$ cat config.mk
export PLATFORM = sky130hd
export DESIGN_NAME = pm_boot_loader
export DESIGN_NICKNAME = d
export VERILOG_FILES = /design/src/rtl/pm_boot_loader.sv
export SDC_FILE = /design/constraint.sdc
export NUM_CORES = 1
export LEC_CHECK = 0
export ABC_AREA = 1
export ABC_CLOCK_PERIOD_IN_PS = 1700
export BUFFER_PORTS_ARGS = -buffer_cell sky130_fd_sc_hd__buf_2
export CORE_ASPECT_RATIO = 0.5
export CORE_UTILIZATION = 58
export DETAILED_ROUTE_END_ITERATION = 10
export PLACE_DENSITY = 0.79
export SYNTH_ARGS = -nofsm -noshare
export SYNTH_HDL_FRONTEND = slang
export SYNTH_SLANG_ARGS = --single-unit
$ cat constraint.sdc
create_clock -name clk -period 1.7 [get_ports clk]
set_input_delay 0.17 -clock clk [delete_from_list [all_inputs] [get_ports clk]]
set_output_delay 0.17 -clock clk [all_outputs]
set_load 0.05 [all_outputs]
$ cat src/rtl/pm_boot_loader.sv
// pm_boot_loader
//   Fills program memory from a length-prefixed, checksummed byte stream
//   while holding the core stalled. Once the image is loaded and the
//   checksum matches, it releases the stall. A checksum mismatch latches
//   an error and keeps the core stalled.
//
//   Image format: CNT_HI CNT_LO | N words of B bytes, MSB first | CK
//   CK is the mod-256 sum of every byte before it, header included.
//
// Ports
//   clk          system clock, rising edge
//   reset        asynchronous reset, active low
//   in_dt        image byte from the upstream source
//   in_valid     in_dt is valid
//   in_ready     loader accepts a byte (transfer = in_valid & in_ready)
//   ldr_pm_cslt  program-memory chip select, one-cycle pulse per word
//   ldr_pm_wrb   program-memory write strobe, active low, only with cslt
//   ldr_pm_add   program-memory write address
//   ldr_pm_dt    program-memory write data
//   core_stallb  core stall control, active low (0 = stalled)
//   boot_done    image loaded and verified, sticky until reset
//   boot_err     checksum mismatch, sticky until reset
module pm_boot_loader #(
    parameter int PMA_SIZE  = 16,
    parameter int PMD_SIZE  = 32,
    parameter int PM_LOCATE = 0
) (
    input  logic                clk,
    input  logic                reset,
    input  logic [7:0]          in_dt,
    input  logic                in_valid,
    output logic                in_ready,
    output logic                ldr_pm_cslt,
    output logic                ldr_pm_wrb,
    output logic [PMA_SIZE-1:0] ldr_pm_add,
    output logic [PMD_SIZE-1:0] ldr_pm_dt,
    output logic                core_stallb,
    output logic                boot_done,
    output logic                boot_err
);

    localparam int B  = PMD_SIZE / 8;
    localparam int IW = (B > 1) ? $clog2(B) : 1;
    localparam logic [IW-1:0]       LAST_IDX = IW'(B - 1);
    localparam logic [PMA_SIZE-1:0] LOC      = PMA_SIZE'(PM_LOCATE);

    typedef enum logic [2:0] {
        S_HDR_HI,
        S_HDR_LO,
        S_DATA,
        S_WRITE,
        S_CKSUM,
        S_DONE,
        S_ERROR
    } state_t;

    state_t                state_q;
    logic [15:0]           cnt_q;
    logic [IW-1:0]         idx_q;
    logic [7:0]            sum_q;
    logic [PMD_SIZE-1:0]   asm_q;
    logic [PMA_SIZE-1:0]   add_q;
    logic [PMD_SIZE-1:0]   dt_q;
    logic                  cslt_q;
    logic                  wrb_q;
    logic                  rdy_q;
    logic                  stallb_q;
    logic                  done_q;
    logic                  err_q;

    logic                  xfer;
    logic [7:0]            sum_d;
    logic [15:0]           cnt_d;
    logic [PMD_SIZE-1:0]   asm_d;

    // rdy_q is only ever 1 in the byte-accepting states, so a transfer
    // needs no further state qualification.
    assign xfer  = in_valid & rdy_q;
    assign sum_d = sum_q + in_dt;
    assign cnt_d = {cnt_q[15:8], in_dt};
    // Shift-in form also works when a word is a single byte.
    assign asm_d = (asm_q << 8) | PMD_SIZE'(in_dt);

    always_ff @(posedge clk or negedge reset) begin
        if (!reset) begin
            state_q  <= S_HDR_HI;
            cnt_q    <= '0;
            idx_q    <= '0;
            sum_q    <= '0;
            asm_q    <= '0;
            add_q    <= LOC;
            dt_q     <= '0;
            cslt_q   <= 1'b0;
            wrb_q    <= 1'b1;
            rdy_q    <= 1'b0;
            stallb_q <= 1'b0;
            done_q   <= 1'b0;
            err_q    <= 1'b0;
        end else begin
            case (state_q)
                S_HDR_HI: begin
                    // First edge after reset release raises in_ready here.
                    rdy_q <= 1'b1;
                    if (xfer) begin
                        cnt_q[15:8] <= in_dt;
                        sum_q       <= sum_d;
                        state_q     <= S_HDR_LO;
                    end
                end
                S_HDR_LO: begin
                    if (xfer) begin
                        cnt_q   <= cnt_d;
                        sum_q   <= sum_d;
                        state_q <= (cnt_d == 16'd0) ? S_CKSUM : S_DATA;
                    end
                end
                S_DATA: begin
                    if (xfer) begin
                        sum_q <= sum_d;
                        asm_q <= asm_d;
                        if (idx_q == LAST_IDX) begin
                            // Word complete: present it for exactly one cycle.
                            idx_q   <= '0;
                            dt_q    <= asm_d;
                            cslt_q  <= 1'b1;
                            wrb_q   <= 1'b0;
                            rdy_q   <= 1'b0;
                            state_q <= S_WRITE;
                        end else begin
                            idx_q <= idx_q + 1'b1;
                        end
                    end
                end
                S_WRITE: begin
                    // Address advances only after the pulse, so it is stable
                    // for the whole write cycle; wraps naturally.
                    cslt_q  <= 1'b0;
                    wrb_q   <= 1'b1;
                    rdy_q   <= 1'b1;
                    add_q   <= add_q + 1'b1;
                    cnt_q   <= cnt_q - 16'd1;
                    state_q <= (cnt_q == 16'd1) ? S_CKSUM : S_DATA;
                end
                S_CKSUM: begin
                    if (xfer) begin
                        rdy_q <= 1'b0;
                        if (in_dt == sum_q) begin
                            done_q   <= 1'b1;
                            stallb_q <= 1'b1;
                            state_q  <= S_DONE;
                        end else begin
                            err_q   <= 1'b1;
                            state_q <= S_ERROR;
                        end
                    end
                end
                default: begin
                    // DONE / ERROR are terminal until reset.
                    rdy_q <= 1'b0;
                end
            endcase
        end
    end

    assign in_ready    = rdy_q;
    assign ldr_pm_cslt = cslt_q;
    assign ldr_pm_wrb  = wrb_q;
    assign ldr_pm_add  = add_q;
    assign ldr_pm_dt   = dt_q;
    assign core_stallb = stallb_q;
    assign boot_done   = done_q;
    assign boot_err    = err_q;

endmodule

==> run summary, run 1 <==
register area share after synthesis - 51.1%
# IOs - 65
CP max FO - 7
Vias - 4653
Max-Cap Viols - 0
largest net degree at the start of global routing - 50
worst slew pin tran - 0.490 ns
Final GP Congestion - 0.884
Hold Crit Class - input pin to flip-flop
DR vias/cell - 5.51
CP startpoint kind - flip-flop
Pleak - 3.24 nW
CTS tree - yes
WS Path Type - flip-flop to flip-flop
final hold violations - 0
first-pass GRT wire length - 19900 um
clock skew - 0.00702 ns
status - complete, no violations
Final TNS setup - 0 ns
Layout area overhead - 21.9%
Total GRT Usage - 28.2%
Peak VDD IR - 992 uV
top-area cell type share of the netlist area - 50.6%
synthesized cell area - 0.00519 sq mm
post-placement cell area - 0.00578 sq mm
Yosys reg bits - 106
Syn. warnings - 0
die width - 136 um
core area - 0.00832 sq mm
root buffer cell - clkbuf_16
Distinct cells, synth - 40
row count - 23
Post-DRT Antenna Nets - 0
dpl hpwl - 8530 um
final setup fails - 0
area leader, netlist - dfrtp_1
vias in the first global route - 4050
number of CTS-inserted buffers - 9
later-pin clock latency in the skew report - 0.35 ns
filler cell count - 608
Tmin final - 1.66 ns
RSZ-0062 raised after global routing - yes
Starting Density - 62.4%
initial antenna violation count - 0
layout cells sized above 1 - 20.6%
Routed WL per cell - 15.7 um
synth top area cells - dfrtp_1 (51%), nand2_1 (14%), o21ai_0 (6.8%)
maximum clock rate - 602 MHz
CP arrival - 1.90 ns
Chip Height - 68.9 um
Clock Sinks - 106
H-Tree Depth - 3
Clock Tree Buf Depth - 2
drt total wl - 13300 um
total gr overflow - 0
ANT cells - 0
drt pass-1 iters - 5
initial DRC count - 514
Slew Limit Fails - 0
Clk pin slew, worst setup/hold paths - 0.07 ns
Final Util - 76.1%
Buffers on Ports - 64
post-route cell area - 0.00633 sq mm
die area - 0.00935 sq mm
Setup crit end kind - flip-flop
Mapped Nets - 658
required time of the critical path - 1.94 ns
mean post-synth cell area - 8.17 sq um
pwr dens - 1930 mW/mm^2
Syn Inst Count - 635
Tcrit/Tclk final - 97.7%
Final Net Count - 750
worst rel slew slack - 67.4%
DRC violations left - 0
-- report_power, final --
part / internal [mW] / switching (mW) / total [mW] / leakage (nW)
Clock: 1.21 / 0.969 / 2.18 / 0.153
Combinational: 1.93 / 3.93 / 5.86 / 1.74
Sequential: 3.48 / 0.685 / 4.16 / 1.35
-- cell type report --
| cell class | count | area (sq um) | area share, % |
|---|---|---|---|
| flip-flops and latches | 106 | 2660 | 42.0 |
| well taps | 112 | 140 | 2.22 |
| clock buffers | 11 | 243 | 3.84 |
| clock inverters | 5 | 67.6 | 1.07 |
| repair buffers | 97 | 703 | 11.1 |
| inverters | 73 | 274 | 4.33 |
| multi-input cells | 440 | 2240 | 35.4 |
-- critical path, stage by stage (launching register included) --
cell	delay [ns]
dfrtp_2	0.42
nand2_2	0.10
nor2_4	0.27
nand2_1	0.17
nor2_2	0.16
nand4_1	0.20
o21ai_1	0.18
nand2_1	0.07
-- worst paths after layout --
path	start	endpoint	slack [ns]	cells past startpoint
max in group asynchronous	reset	asm_q[10]$_DFFE_PN0P_	0.75	3
hold reg to reg	ldr_pm_dt[24]$_DFFE_PN0P_	ldr_pm_dt[24]$_DFFE_PN0P_	0.48	2
hold / removal	in_dt[0]	asm_q[0]$_DFFE_PN0P_	0.12	3
setup reg to reg	state_q[1]$_DFFE_PN0P_	ldr_pm_add[12]$_DFFE_PN0P_	0.04	7
min in group asynchronous	reset	sum_q[7]$_DFFE_PN0P_	0.32	2
setup / recovery	state_q[1]$_DFFE_PN0P_	ldr_pm_add[12]$_DFFE_PN0P_	0.04	7
-- synthesized netlist by cell type, drive strengths merged --
master and n:
a22oi 1, and2 1, nand4 4, a21oi 19, o221ai 2, nor3 7, ha 11, dfrtp 105
nand2 201, o21ai 73, mux2 4, o21a 1, o31ai 1, clkinv 1, buf 12, o21bai 2
nand3b 5, fa 1, nor3b 1, clkbuf 4, a31oi 3, xor2 6, inv 72, nor2 61
xnor2 7, dfstp 1, nand3 27, o211ai 2
-- stage by stage --
| stage | hold WS (ns) | instances | total power [mW] | worst slack (ns) |
|---|---|---|---|---|
| 5_1_grt | 0.132 | 844 | 13.0 | -0.0932 |
| 6_report | 0.123 | 844 | 12.2 | 0.0397 |
| 3_5_place_dp | 0.158 | 817 | 9.45 | 0.0702 |
| 3_3_place_gp | 0.165 | 817 | 9.27 | 0.102 |
| 4_1_cts | 0.105 | 834 | 11.7 | 0.00722 |
| 2_1_floorplan | -0.126 | 635 | 7.99 | 0.00112 |
-- repair_timing --
action                     4_1_cts  5_1_grt
setup endpoints to repair        0       57
buffers inserted                 0        5
hold buffers                     1        0
resized for setup                0       25
hold endpoints to repair        30        0
-- per-layer routing --
layer | up-vias | routed length, um | track usage (%) | share of wire (%)
met4 | 0 | 211 | 9.41 | 1.6
li1 | 2214 | - | - | -
met1 | 2220 | 6010 | 39.2 | 45
met3 | 27 | 953 | 5.63 | 7.2
met5 | - | 0 | 0 | 0
met2 | 192 | 6100 | 44.7 | 46
-- layout by cell type, fill, tap and decap left out, types with 3 or more instances in the layout --
cell       synthesis  final
dfrtp_1          105    102
mux2_4             3      3
buf_2              9     63
nor2_1            54     50
nor2_4             2      6
dfrtp_2            0      3
inv_1             68     65
ha_1              11      7
nor3_1             4      4
o21ai_0           71     68
nand3b_1           5      5
a31oi_1            3      3
nand2_2            4      3
nand2_1          197    197
inv_2              4      7
xnor2_1            7      7
nand3_1           27     27
nor2_2             5      5
a21oi_1           18     17
o21ai_1            2      5
buf_12             0      5
xor2_1             6      6
nand4_1            4      4
clkbuf_16          0     12
buf_4              1     21
buf_6              2      4
-- cells by family after synthesis --
logic type	share of synthesized area [%]
AND/OR/NAND/NOR	24.8
flip-flops	51.1
buffers and inverters	7.04
XOR/XNOR	2.19
AO/OA/AOI/OAI	10.7
adder cells (fa/ha/maj)	3.04
multiplexers	1.09
-- state kept, by name, summed over array words and instances, names as in the netlist, 2 cells and up --
name	count
idx_q	2
sum_q	8
ldr_pm_dt	32
state_q	3
asm_q	24
cnt_q	16
ldr_pm_add	16
(Power assumes the default switching activity.)
==> run 2: changes to the inputs <==
- CORE_ASPECT_RATIO: 0.5 -> 0.75
- REMOVE_ABC_BUFFERS: default -> 1
==> run summary, run 2 (synthesis results as in run 1) <==
drt total wl - 11400 um (-14%)
required time of the critical path - 1.94 ns (about the same)
die width - 111 um (-18%)
Final Net Count - 742 (-1.1%)
Peak VDD IR - 1090 uV (+9.6%)
CP arrival - 1.82 ns (-0.08 ns)
H-Tree Depth - 3 (unchanged)
most common cell after layout, fill and taps aside - nand2_1
fin worst setup slack - 0.117 ns (+0.0775 ns)
Clock Sinks - 106 (unchanged)
layout cells sized above 1 - 19.6% (-1.0 points)
drt pass-1 iters - 8 (+3)
row count - 29 (+26%)
Hold Crit Class - input pin to flip-flop
Final Util - 72.4% (-3.7 points)
area of the multi-input gates - 0.00224 sq mm (unchanged)
dpl ws - 0.0582 ns (-0.0120 ns)
Layout area overhead - 19.4%
violated checks - design-rule violations
dpl hpwl - 7980 um (-6.4%)
Clock Tree Buf Depth - 2 (unchanged)
Final TNS setup - 0 ns (unchanged)
Buffers on Ports - 64 (unchanged)
Max-Cap Viols - 0 (unchanged)
later-pin clock latency in the skew report - 0.35 ns (about the same)
worst rel slew slack - 70.1% (+2.7 points)
Pleak - 3.18 nW (-1.8%)
filler cell count - 639 (+5.1%)
RSZ-0062 raised after global routing - no
Total GRT Usage - 25.6% (-2.6 points)
initial DRC count - 373 (-27%)
pwr dens - 1930 mW/mm^2 (-0.12%)
DRC violations left - 12 (+12)
maximum clock rate - 632 MHz (+4.9%)
first-pass GRT wire length - 19000 um (-4.3%)
post-route cell area - 0.00620 sq mm (-2.1%)
Vias - 4391 (-5.6%)
ANT cells - 0 (unchanged)
post-placement cell area - 0.00574 sq mm (-0.71%)
# IOs - 65 (unchanged)
total gr overflow - 0 (unchanged)
Starting Density - 60.6% (-1.8 points)
Post-DRT Antenna Nets - 0 (unchanged)
initial antenna violation count - 0 (unchanged)
cell count after placement - 810 (-0.86%)
Slew Limit Fails - 0 (unchanged)
root buffer cell - clkbuf_16
Seq. cell area - 0.00266 sq mm (about the same)
Chip Height - 83.9 um (+22%)
Tcrit/Tclk final - 93.1% (-4.6 points)
non-filler instance count after layout - 832 (-1.4%)
clock skew - 0.00823 ns (+0.00121 ns)
DR vias/cell - 5.28 (-4.3%)
vias in the first global route - 4040 (-0.25%)
most frequent cells in the layout - nand2_1 (197), dfrtp_1 (103), o21ai_0 (70)
Setup crit end kind - flip-flop
final hold violations - 0 (unchanged)
worst slew pin tran - 0.449 ns (-0.0410 ns)
Clk pin slew, worst setup/hold paths - 0.07 ns (about the same)
CP max FO - 4 (-3)
Total Power - 11.9 mW (-2.2%)
CP startpoint kind - flip-flop
die area - 0.00933 sq mm (-0.20%)
CTS tree - yes
final setup fails - 0 (unchanged)
status - finished, violations left
Tmin final - 1.58 ns (-0.0775 ns)
Final GP Congestion - 0.942 (+6.6%)
number of CTS-inserted buffers - 9 (unchanged)
number of flip-flops in the largest register - 32 (unchanged)
Worst Hold Slack - 0.130 ns (+0.00622 ns)
Routed WL per cell - 13.7 um (-13%)
WS Path Type - flip-flop to flip-flop
core area - 0.00856 sq mm (+3.0%)
largest net degree at the start of global routing - 49 (-2.0%)
[run 2: worst paths after layout]
path	from	end	slack, ns	cells past startpoint
max in group asynchronous	reset	ldr_pm_wrb$_DFFE_PN1P_	0.77	3
setup reg to reg	sum_q[6]$_DFFE_PN0P_	state_q[1]$_DFFE_PN0P_	0.12	9
hold reg to reg	ldr_pm_dt[17]$_DFFE_PN0P_	ldr_pm_dt[17]$_DFFE_PN0P_	0.48	2
setup / recovery	sum_q[6]$_DFFE_PN0P_	state_q[1]$_DFFE_PN0P_	0.12	9
min in group asynchronous	reset	ldr_pm_dt[26]$_DFFE_PN0P_	0.31	2
hold / removal	in_dt[0]	asm_q[0]$_DFFE_PN0P_	0.13	3
[run 2: repair_timing]
action | 4_1_cts | 5_1_grt
endpoints found under the setup margin | 0 | 45
endpoints found under the hold margin | 32 | 0
gates resized for setup | 0 | 19
setup buffers | 0 | 5
hold buffers | 1 | 0
[run 2: layout make-up]
class | instances | share of cell area, %
inverter | 73 | 4.42
clock inverter | 7 | 1.78
tap | 108 | 2.18
timing repair buffer | 89 | 8.95
multi-input combinational | 440 | 36.2
clock buffer | 9 | 3.63
sequential | 106 | 42.9
[run 2: worst max-delay path, stage by stage (launching register included)]
cell     delay, ns
dfrtp_1       0.38
ha_1          0.32
inv_1         0.08
nand2_1       0.05
nor2_1        0.14
nand3_1       0.10
nand2_1       0.11
nand2_1       0.07
o21ai_1       0.15
nand2_1       0.07
[run 2: per-layer routing]
metal  track usage (%)  vias up  wire length [um]
li1                  -     2195                 -
met1              35.0     2063              5280
met2              41.4      115              5500
met3              4.94       18               475
met4              7.99        0               154
met5                 0        -                 0
[run 2: power by group]
| group | switching [mW] | total [mW] | internal (mW) |
|---|---|---|---|
| Sequential | 0.678 | 4.16 | 3.48 |
| Combinational | 3.70 | 5.48 | 1.78 |
| Clock | 0.981 | 2.30 | 1.32 |
